<file path="src/rtl/video_hdmiport_pal.sv">
// HDMI output port for 4-bit RGBI video with a programmable 16-entry palette.
// Two-stage pixel pipeline (input capture, palette lookup), DE delay line,
// and a staged palette write that commits only when it cannot tear the image.
//
// Palette write FSM
//   state   | meaning
//   --------+--------------------------------------------------------------
//   ST_IDLE | no write staged, pal_wr_ready_o = 1
//   ST_PEND | write staged, waiting for its commit slot (vsync or next cycle)
module video_hdmiport_pal #(
    parameter int COLOR_BITS = 8,
    parameter int DE_SKEW    = 1,
    parameter int HS_POL     = 1,
    parameter int VS_POL     = 1,
    parameter int BLANK_ZERO = 1,
    parameter int COMMIT_VS  = 1
) (
    input  logic                    clk_i,
    input  logic                    reset_n_i,
    input  logic [3:0]              video_i,
    input  logic                    display_enable_i,
    input  logic                    hsync_i,
    input  logic                    vsync_i,
    input  logic                    pal_wr_valid_i,
    output logic                    pal_wr_ready_o,
    input  logic [3:0]              pal_wr_addr_i,
    input  logic [3*COLOR_BITS-1:0] pal_wr_data_i,
    output logic [COLOR_BITS-1:0]   hdmi_red_o,
    output logic [COLOR_BITS-1:0]   hdmi_grn_o,
    output logic [COLOR_BITS-1:0]   hdmi_blu_o,
    output logic                    hdmi_hs_o,
    output logic                    hdmi_vs_o,
    output logic                    hdmi_de_o,
    output logic                    hdmi_clk_o
);

    localparam int CW    = 3 * COLOR_BITS;
    localparam int F_LVL = (1 << COLOR_BITS) - 1;
    localparam int H_LVL = (2 * F_LVL) / 3;
    localparam int L_LVL = F_LVL / 3;
    // Inactive output sync level; XOR with the active-high input gives the output polarity.
    localparam logic HS_INV = (HS_POL == 0);
    localparam logic VS_INV = (VS_POL == 0);

    typedef enum logic {ST_IDLE, ST_PEND} state_t;

    // Standard CGA colour for an index, including the brown special case at index 6.
    function automatic logic [CW-1:0] default_entry(input logic [3:0] idx);
        logic [COLOR_BITS-1:0] lo;
        logic [COLOR_BITS-1:0] r;
        logic [COLOR_BITS-1:0] g;
        logic [COLOR_BITS-1:0] b;
        lo = idx[3] ? COLOR_BITS'(L_LVL) : '0;
        r  = (idx[2] ? COLOR_BITS'(H_LVL) : '0) + lo;
        g  = (idx[1] ? COLOR_BITS'(H_LVL) : '0) + lo;
        b  = (idx[0] ? COLOR_BITS'(H_LVL) : '0) + lo;
        if (idx == 4'd6) begin
            g = COLOR_BITS'(L_LVL);
        end
        return {r, g, b};
    endfunction

    logic [1:0]          rst_sync_q;
    logic                rst_n;
    logic [3:0]          video_q;
    logic                de_s1_q;
    logic                hs_s1_q;
    logic                vs_s1_q;
    logic [CW-1:0]       rgb_q;
    logic                hs_q;
    logic                vs_q;
    logic [DE_SKEW:0]    de_sr_q;
    logic [CW-1:0]       pal_q [16];
    state_t              state_q;
    state_t              state_d;
    logic                wr_accept;
    logic                wr_commit;
    logic [3:0]          stage_addr_q;
    logic [CW-1:0]       stage_data_q;
    logic                blank;

    // Reset synchronizer: assertion is immediate, release is aligned to clk_i.
    always_ff @(posedge clk_i or negedge reset_n_i) begin
        if (!reset_n_i) begin
            rst_sync_q <= '0;
        end else begin
            rst_sync_q <= {rst_sync_q[0], 1'b1};
        end
    end

    assign rst_n = rst_sync_q[1];

    // Stage 1: capture pixel, enable and syncs unconditionally.
    always_ff @(posedge clk_i or negedge rst_n) begin
        if (!rst_n) begin
            video_q <= '0;
            de_s1_q <= 1'b0;
            hs_s1_q <= 1'b0;
            vs_s1_q <= 1'b0;
        end else begin
            video_q <= video_i;
            de_s1_q <= display_enable_i;
            hs_s1_q <= hsync_i;
            vs_s1_q <= vsync_i;
        end
    end

    // Stage 2: palette lookup and polarity-adjusted syncs.
    always_ff @(posedge clk_i or negedge rst_n) begin
        if (!rst_n) begin
            rgb_q <= '0;
            hs_q  <= HS_INV;
            vs_q  <= VS_INV;
        end else begin
            rgb_q <= pal_q[video_q];
            hs_q  <= hs_s1_q ^ HS_INV;
            vs_q  <= vs_s1_q ^ VS_INV;
        end
    end

    // DE delay line: stage-2 alignment plus DE_SKEW extra cycles.
    always_ff @(posedge clk_i or negedge rst_n) begin
        if (!rst_n) begin
            de_sr_q <= '0;
        end else begin
            de_sr_q[0] <= de_s1_q;
            for (int i = 1; i <= DE_SKEW; i++) begin
                de_sr_q[i] <= de_sr_q[i-1];
            end
        end
    end

    // Palette storage; the stage-2 read in a commit cycle still sees the old entry.
    always_ff @(posedge clk_i or negedge rst_n) begin
        if (!rst_n) begin
            for (int i = 0; i < 16; i++) begin
                pal_q[i] <= default_entry(4'(i));
            end
        end else if (wr_commit) begin
            pal_q[stage_addr_q] <= stage_data_q;
        end
    end

    // Staging register for the accepted write.
    always_ff @(posedge clk_i or negedge rst_n) begin
        if (!rst_n) begin
            stage_addr_q <= '0;
            stage_data_q <= '0;
        end else if (wr_accept) begin
            stage_addr_q <= pal_wr_addr_i;
            stage_data_q <= pal_wr_data_i;
        end
    end

    // Write FSM state register.
    always_ff @(posedge clk_i or negedge rst_n) begin
        if (!rst_n) begin
            state_q <= ST_IDLE;
        end else begin
            state_q <= state_d;
        end
    end

    // Write FSM next state: accept only in IDLE, so a write never commits in its accept cycle.
    always_comb begin
        state_d        = state_q;
        pal_wr_ready_o = 1'b0;
        wr_accept      = 1'b0;
        wr_commit      = 1'b0;
        case (state_q)
            ST_IDLE: begin
                pal_wr_ready_o = 1'b1;
                wr_accept      = pal_wr_valid_i;
                if (pal_wr_valid_i) begin
                    state_d = ST_PEND;
                end
            end
            ST_PEND: begin
                if ((COMMIT_VS == 0) || vs_s1_q) begin
                    wr_commit = 1'b1;
                    state_d   = ST_IDLE;
                end
            end
            default: state_d = ST_IDLE;
        endcase
    end

    // Output stage: blank RGB whenever the delayed DE is low.
    assign hdmi_de_o  = de_sr_q[DE_SKEW];
    assign blank      = (BLANK_ZERO != 0) && !hdmi_de_o;
    assign hdmi_red_o = blank ? '0 : rgb_q[CW-1 -: COLOR_BITS];
    assign hdmi_grn_o = blank ? '0 : rgb_q[2*COLOR_BITS-1 -: COLOR_BITS];
    assign hdmi_blu_o = blank ? '0 : rgb_q[COLOR_BITS-1:0];
    assign hdmi_hs_o  = hs_q;
    assign hdmi_vs_o  = vs_q;
    assign hdmi_clk_o = clk_i;

endmodule

</file>
<file path="config.mk">
export PLATFORM = sky130hd
export DESIGN_NAME = video_hdmiport_pal
export DESIGN_NICKNAME = d
export VERILOG_FILES = /design/src/rtl/video_hdmiport_pal.sv
export SDC_FILE = /design/constraint.sdc
export NUM_CORES = 1
export LEC_CHECK = 0
export ABC_AREA = 1
export CAP_MARGIN = 40
export CORE_UTILIZATION = 55
export CTS_CLUSTER_DIAMETER = 80
export DETAILED_ROUTE_END_ITERATION = 8
export MAX_ROUTING_LAYER = met4
export PLACE_DENSITY = 0.78
export SYNTH_ARGS = -nofsm -noshare
export SYNTH_HDL_FRONTEND = slang
export SYNTH_SLANG_ARGS = --single-unit
</file>
<file path="constraint.sdc">
create_clock -name clk_i -period 37 [get_ports clk_i]
set_clock_uncertainty 0.15 [all_clocks]
set_input_delay 7.4 -clock clk_i [delete_from_list [all_inputs] [get_ports clk_i]]
set_output_delay 7.4 -clock clk_i [all_outputs]
set_load 0.005 [all_outputs]
</file>
==> results.md, run 1 <==
- Status: finished, final reports clean
- Worst hold-check path type: flop to asynchronous set/reset pin
- Sequential share of the synthesized area: 0.552
- Post-CTS Hold Buffers: 0
- Mapped Nets: 2694
- Slowest CP cell: clkdlybuf4s50_1
- Routed WL per cell: 17.2 microns
- Layout cells sized above 1: 0.123
- Slew Limit Headroom: 0.283
- Post-CTS sizing: 0
- ANT cells: 0
- Largest net degree at the start of global routing: 190
- Crit path required time: 29.45 ns
- Switch share: 0.307
- Pre-CTS WS: 10.54 ns
- Most frequent CP cell: clkbuf_16
- Final setup vio count: 0
- Cell count after placement: 3066
- RSZ-0062 raised after global routing: false
- Clk_lat worst skew: 0.69 ns
- Drt first pass iters: 8
- Worst setup SP type: clock port
- Largest area contributor in the netlist: dfrtp_1
- Final ANT Viol Nets: 0
- IO Pins: 67
- Post-CTS Repair Setup Buffers: 0
- Least-Margin Pin Slew: 1.08 ns
- Rows: 70
- Core Area: 37000 sq um
- Flops & latches, synth: 450
- GPL Wtd Cong: 0.816
- CP Capture Type: output port
- Total GRT Usage: 0.301
- DR DRC count: 0
- Via count: 17250
- Maximum vdd drop: 0.0423 mV
- CP peak stage delay: 0.43 ns
- Die ar.: 38700 sq um
- Max cap viols: 0
- Layout Nets: 2653
- Die W: 197 microns
- Reg clk slew, reported paths: 0.06 ns
- Post-Synthesis Cell Area: 20800 sq um
- CTS tree: built
- Final hold vios: 0
- Max Fanout on Critical Path: 2
- CP Cell Sequence: clkbuf_16 > clkbuf_16 > clkdlybuf4s50_1
- Port Buf Inserts: 66
- Post-synth cell types: 19
- Die Span Y: 197 microns
- Mapped Cells: 2656
- Final Max Slew Viols: 0
- Initial core utilization: 0.564
- Fin Setup TNS: 0 ns
- Synthesized area per cell: 7.85 sq um
- Synth top area share: 0.310
- Synth Warn #: 0
- Avg Vias per Cell: 5.46
- Global route total overflow: 0
- Ranking of synthesized cells by area: dfrtp_1, dfstp_2, nand2_1
- DR iter-0 viols: 1740
- Reg area: 11500 sq um
- Pwr Total: 1.75 mW
- Pwr dens: 74.5 nW/um^2
- First-pass GRT wire length: 88.4 mm
- Synth-to-Final Area Change: 12.6%
- Final worst slack: 10.27 ns
- Fin util: 0.635
- Detailed placement HPWL: 29.2 mm
- Type of the worst setup path: clock port to output port
- Pleak: 11.4 nW
- Multi-input gate area: 7230 sq um
- Seq pwr share: 0.489
- Internal: 1.21 mW
- Clock power share: 0.287
- Combinational power share: 0.224
- Vias in the first global route: 16557
- Arrival @ worst endpoint: 19.18 ns
- Net Sw Power: 536 uW
- Non-filler cells, final: 3157
- Post-Route WL: 54.2 mm
- Filler Cells Inserted: 3071
- Initial antenna violation count: 1
-- worst max-delay path, delay by kind of cell --
| family | cells | cell delay [ns] |
|---|---|---|
| buffers and inverters | 3 | 0.67 |
-- power groups by stage --
stage / Combinational (mW) / Clock (mW) / Sequential (mW)
5_1_grt: 0.465 / 0.526 / 0.879
3_5_place_dp: 0.389 / 0.00228 / 0.857
6_report: 0.392 / 0.501 / 0.855
3_3_place_gp: 0.366 / 0.00228 / 0.849
4_1_cts: 0.394 / 0.508 / 0.852
2_1_floorplan: 0.303 / 0.00175 / 0.838
-- path summary, 6_finish.rpt --
kind                               start            end  slack [ns]  depth (start not counted)
setup / recovery                   clk_i     hdmi_clk_o       10.27                          3
hold / removal             rst_sync_q[1]       rgb_q[8]        0.08                          0
setup reg to reg              video_q[0]      rgb_q[16]       33.83                          8
hold reg to reg            rst_sync_q[1]       rgb_q[8]        0.08                          0
max in group asynchronous      reset_n_i  rst_sync_q[1]       29.83                          1
min in group clk_i            de_sr_q[0]     de_sr_q[1]        0.20                          0
-- Yosys cell counts --
master,instances
a21oi_1,27
nor2_1,29
nor3_4,1
inv_2,1
buf_6,5
clkbuf_1,81
inv_1,345
dfstp_2,192
buf_4,1
nor2_2,4
o21ai_0,330
conb_1,1
mux2_2,1
buf_1,13
nand2_1,929
nand3_1,292
buf_2,91
o21ai_1,55
dfrtp_1,258
-- per-layer routing --
metal / track usage / vias to the layer above / wire [microns]
li1: - / 8139 / -
met1: 0.386 / 8292 / 22100
met2: 0.483 / 663 / 26100
met3: 0.0474 / 156 / 4090
met4: 0.118 / 0 / 1990
met5: - / - / 0
-- layout by cell type (no fill, tap or decap), types with 2 or more instances in the layout --
cell type	n
nand2_1	916
nand3_2	4
clkinv_2	8
nor2_2	4
clkbuf_16	52
nor2_1	29
dfrtp_4	3
o21ai_1	55
nand3_1	288
buf_16	8
clkbuf_1	16
o21ai_0	330
nand2_2	13
dfstp_2	192
dfrtp_1	254
clkdlybuf4s50_1	66
buf_4	16
inv_1	343
buf_12	7
clkbuf_8	9
clkinvlp_4	2
bufinv_16	4
a21oi_1	27
-- registers in the layout (all words and copies together), names as in the netlist --
| name | flops |
|---|---|
| de_s1_q | 1 |
| de_sr_q | 2 |
| hdmi_hs_o | 1 |
| hdmi_vs_o | 1 |
| hs_s1_q | 1 |
| pal_q | 384 |
| rgb_q | 24 |
| rst_sync_q | 2 |
| stage_addr_q | 4 |
| stage_data_q | 24 |
| state_q | 1 |
| video_q | 4 |
| vs_s1_q | 1 |
-- cell type report --
cell class | count | area share
clock buffer | 78 | 0.0637
clock inverter | 14 | 0.00741
inverter | 346 | 0.0556
multi-input combinational | 1669 | 0.308
sequential | 450 | 0.490
tap | 504 | 0.0269
timing repair buffer | 96 | 0.0482
-- kinds of logic (layout without fill, tap and decap cells) --
family,after synthesis,count (layout),share of synthesized area
compound gates,412,412,0.0989
buf+inv,537,534,0.104
flops,450,450,0.552
mux,1,1,0.000540
other cells,1,1,0.000180
simple gates,1255,1255,0.245
-- stage by stage --
step                      instance area (sq um)  hold WS (ns)
after global routing                      23500         0.119
after detailed placement                  21800         0.108
after floorplan                           20800         0.181
after CTS                                 23500        0.0931
final                                     23500        0.0799
after global placement                    21500         0.188
Note: power is estimated with default switching activity, not from simulation.
==> run 2, diff against run 1 <==
==> constraint.sdc (replaced) <==
create_clock -name clk_i -period 27.2 [get_ports clk_i]
set_clock_uncertainty 0.15 [all_clocks]
set_input_delay 5.44 -clock clk_i [delete_from_list [all_inputs] [get_ports clk_i]]
set_output_delay 5.44 -clock clk_i [all_outputs]
set_load 0.005 [all_outputs]
==> run 2 against run 1 <==
Against the previous run:
- die area unchanged
- hold slack improved by 0.086 ns
- worst setup slack got worse by 2.9 ns
- critical path type unchanged
- critical endpoint unchanged
- largest power group unchanged
==> results.md, run 2 (synthesized netlist as in run 1, its figures left out) <==
- Net Sw Power: 740 uW
- RR Startpoint: video_q[0]
- R2R cell count: 8
- CTS tree: built
- Max cap viols: 0
- Maximum vdd drop: 0.0590 mV
- Avg Vias per Cell: 5.51
- Most frequent CP cell: clkbuf_16
- Pwr Total: 2.41 mW
- Synth-to-Final Area Change: 13.3%
- Post-CTS sizing: 0
- Most frequent cells in the layout: nand2_1, inv_1, o21ai_0
- Drt first pass iters: 7
- CP Cell Sequence: clkbuf_16 > clkbuf_16 > clkdlybuf4s50_1
- Final ANT Viol Nets: 0
- Critical path startpoint: clk_i
- Slew Limit Headroom: 0.352
- Total GRT Usage: 0.305
- Rows: 70
- Final worst slack: 7.33 ns
- Worst setup SP type: clock port
- Via count: 17430
- Biggest regs: pal_q: 384 flops, rgb_q: 24 flops, stage_data_q: 24 flops
- Slowest CP cell: clkdlybuf4s50_1
- End point of the critical path: hdmi_clk_o
- Detailed placement HPWL: 29.6 mm
- Least-Margin Pin Slew: 0.972 ns
- Die W: 197 microns
- Final setup vio count: 0
- Switch share: 0.306
- Final hold vios: 0
- Largest net degree at the start of global routing: 181
- DR iter-0 viols: 1652
- CP Capture Type: output port
- Layout cells sized above 1: 0.127
- Post-Route WL: 55.4 mm
- Max Fanout on Critical Path: 2
- Final Max Slew Viols: 0
- Crit path required time: 21.61 ns
- Die Span Y: 197 microns
- Reg with most FFs: pal_q
- Commonest non-fill, non-tap cell in the layout: nand2_1
- Die ar.: 38700 sq um
- Vias in the first global route: 16821
- Core Area: 37000 sq um
- Initial antenna violation count: 0
- Pleak: 11.5 nW
- Seq pwr share: 0.482
- Post-CTS Repair Setup Buffers: 0
- Fin Setup TNS: 0 ns
- R2r setup slk: 24.15 ns
- Clk_lat worst skew: 0.68 ns
- Worst Path Buf+Inv: 3
- Port Buf Inserts: 66
- RSZ-0062 raised after global routing: false
- Initial core utilization: 0.564
- Internal: 1.67 mW
- Pre-CTS WS: 7.60 ns
- CP delay by family, top: buffers and inverters
- IO Pins: 67
- Arrival @ worst endpoint: 14.28 ns
- Routed WL per cell: 17.5 microns
- Clock power share: 0.293
- Post-CTS Hold Buffers: 0
- Status: finished, final reports clean
- ANT cells: 0
- Layout Nets: 2658
- Reg clk slew, reported paths: 0.06 ns
- First-pass GRT wire length: 89.7 mm
- Worst hold-check path type: flop to asynchronous set/reset pin
- Fin util: 0.639
- Pwr dens: 102 nW/um^2
- Type of the worst setup path: clock port to output port
- Max reg flops: 384
- GPL Wtd Cong: 0.808
- CP peak stage delay: 0.43 ns
- Combinational power share: 0.225
- WP depth: 3
- Global route total overflow: 0
- Critical R2R Capture: rgb_q[23]
- DR DRC count: 0
[run 2: cell count changes in the layout (fill, tap and decap cells not counted)]
cell,before,now
clkinv_2,8,7
buf_4,16,19
bufinv_16,4,6
clkinvlp_4,2,3
clkinv_4,0,1
buf_12,7,11
clkbuf_1,16,11
clkinv_1,1,0
clkbuf_8,9,11
buf_16,8,7
[run 2: power groups by stage]
| stage | combinational (mW) | sequential, mW | clock, mW |
|---|---|---|---|
| final | 0.542 | 1.16 | 0.708 |
| after global routing | 0.639 | 1.19 | 0.742 |
| after CTS | 0.545 | 1.16 | 0.713 |
| after global placement | 0.499 | 1.15 | 0.00310 |
| after detailed placement | 0.534 | 1.16 | 0.00310 |
| after floorplan | 0.412 | 1.14 | 0.00238 |
[run 2: area by class of cell]
type / count / area [sq um]
well taps: 504 / 631
flip-flops and latches: 450 / 11500
clock inverters: 16 / 241
fillers: 3038 / 13300
repair buffers: 102 / 1210
clock buffers: 75 / 1500
multi-input cells: 1669 / 7230
inverters: 346 / 1310
[run 2: how the worst min path moves through the flow]
stage | start | to | slack [ns] | depth (start not counted)
after floorplan | de_s1_q | de_sr_q[0] | 0.18 | 0
after global placement | de_sr_q[0] | de_sr_q[1] | 0.19 | 0
after detailed placement | rst_sync_q[1] | stage_data_q[10] | 0.17 | 0
after CTS | rst_sync_q[1] | stage_data_q[10] | 0.18 | 0
after global routing | rst_sync_q[1] | vs_s1_q | 0.21 | 0
final | rst_sync_q[1] | stage_data_q[10] | 0.17 | 0
[run 2: metrics by stage]
step | instances | instance area, sq um | hold WS, ns
5_1_grt | 3162 | 23600 | 0.206
3_3_place_gp | 3055 | 21500 | 0.189
2_1_floorplan | 2656 | 20800 | 0.181
6_report | 3162 | 23600 | 0.165
4_1_cts | 3162 | 23600 | 0.176
3_5_place_dp | 3072 | 21900 | 0.170
[run 2: layer usage]
| metal | up-vias | routed length [microns] | GRT usage |
|---|---|---|---|
| li1 | 8146 | - | - |
| met1 | 8395 | 22600 | 0.394 |
| met2 | 740 | 26800 | 0.484 |
| met3 | 149 | 4190 | 0.0430 |
| met4 | 0 | 1880 | 0.135 |
| met5 | - | 0 | - |
==> variant: new RTL, flow settings as in run 2 <==
Change the parameter `HS_POL` from 1 to 0.
--- a/src/rtl/video_hdmiport_pal.sv
+++ b/src/rtl/video_hdmiport_pal.sv
@@ -10,7 +10,7 @@
 module video_hdmiport_pal #(
     parameter int COLOR_BITS = 8,
     parameter int DE_SKEW    = 1,
-    parameter int HS_POL     = 1,
+    parameter int HS_POL     = 0,
     parameter int VS_POL     = 1,
     parameter int BLANK_ZERO = 1,
     parameter int COMMIT_VS  = 1
Formal check against the unedited RTL: not equivalent (Yosys sat finds a counterexample within 4 cycles, from zero or initial values and one cycle with reset_n_i low).
==> variant against run 2 <==
- worst setup slack improved by 0.0012 ns
- design area is 0.37% lower
- sequential cell count did not move
- utilization is 0.24 points lower
- via count is 1.1% lower
- synthesized cell count about the same
- synthesized area about the same
- cell count did not move
- total power fell by 0.37%
- routed wire length down 1.0%
- register-to-register slack worse by 0.31 ns
- critical path type unchanged
- critical endpoint unchanged
==> variant: results (changes against run 2) <==
metric,value,unit,change
status,"complete, no violations",,
IO buf count,66,,unchanged
R2R Setup Slk,23.84,ns,-0.31 ns
Placed Instances,3072,,unchanged
Hold Path Class,reg2reg,,
Worst path max stage delay,0.43,ns,about the same
Leak,11.5,nW,-0.25%
Pre-antenna DRT Iters,7,,unchanged
Crit-path slowest cell,clkdlybuf4s50_1,,
cells on worst reg2reg path,8,,unchanged
gr usage total,30.6,%,+0.051 points
Worst-path clk slew,0.06,ns,about the same
Post-Route WL,54800,µm,-1.0%
post-CTS sizing,0,,unchanged
RR Endpoint,rgb_q[14]$_DFF_PN0_,,
vias per cell,5.45,,-1.1%
Post-DP Area,0.0218,mm²,-0.34%
Mapped Cells,2657,,+0.038%
DR DRC count,0,,unchanged
antenna violations before repair,1,,+1
hold wc startpoint,rst_sync_q[0]$_DFF_PN0_,,
initial DRC count,1882,,+14%
commonest cells in the netlist,"nand2_1, inv_1, o21ai_0",,
ranking of synthesized cells by area,"dfrtp_1, dfstp_2, nand2_1, o21ai_0, nand3_1",,
layout cells sized above 1,12.9,%,+0.15 points
Tightest Pin Transition,1.01,ns,+0.0432 ns
largest net degree at the start of global routing,184,,+1.7%
Clock Latency Late Sink,0.68,ns,about the same
post-synthesis cell type count,19,,unchanged
pre-CTS setup slack,7.60,ns,unchanged
Non-Filler Instances,3162,,unchanged
max cap viols,0,,unchanged
"Async S/R FF share, synth",100,%,unchanged
DP HPWL,29600,µm,about the same
sequential element share of the synthesized area,55.2,%,about the same
first-pass GRT wire length,90400,µm,+0.81%
gpl congestion,0.797,,-1.3%
reg-to-reg startpoint,video_q[0]$_DFF_PN0_,,
vias in the first global route,17092,,+1.6%
Worst VDD drop,49.1,µV,-17%
variant: metal layers:
layer  vias to the layer above  global-route usage [%]  wire length [µm]
met2                       672                    48.3             25900
met4                         0                    13.5              1980
met3                       142                    4.65              4150
met5                         -                       -                 0
li1                       8161                       -                 -
met1                      8260                    39.3             22800
variant: power by group:
part / switching, mW / leakage, nW / internal (mW)
Sequential: 0.140 / 5.28 / 1.02
Combinational: 0.326 / 5.36 / 0.212
Clock: 0.275 / 0.856 / 0.430
variant: kinds of logic after synthesis:
| family | share of synthesized area (%) |
|---|---|
| AND/OR/NAND/NOR | 24.4 |
| multiplexers | 0.0540 |
| AO/OA/AOI/OAI | 9.89 |
| other | 0.0180 |
| buffers and inverters | 10.4 |
| flip-flops | 55.2 |
variant: through the flow:
stage,hold slack (ns),power (mW)
CTS,0.201,2.41
finish,0.203,2.41
global route,0.209,2.57
floorplan,0.181,1.55
detailed placement,0.185,1.70
global placement,0.188,1.66
variant: worst max-delay path by stage:
stage	end	slack, ns	start	depth (start not counted)
3_3_place_gp	hdmi_clk_o	7.60	clk_i	1
4_1_cts	hdmi_clk_o	7.32	clk_i	3
5_1_grt	hdmi_clk_o	7.31	clk_i	3
2_1_floorplan	hdmi_clk_o	7.90	clk_i	1
6_report	hdmi_clk_o	7.33	clk_i	3
3_5_place_dp	hdmi_clk_o	7.60	clk_i	1
variant: area by class of cell:
cell class	instances	area, µm²
fill	3046	13400
sequential	450	11500
multi-input combinational	1669	7230
clock buffer	67	1440
inverter	347	1310
timing repair buffer	101	1130
tap	504	631
clock inverter	24	289
variant: critical path: cells and delay by family:
family / cells / cell delay, ns
buffers and inverters: 3 / 0.68
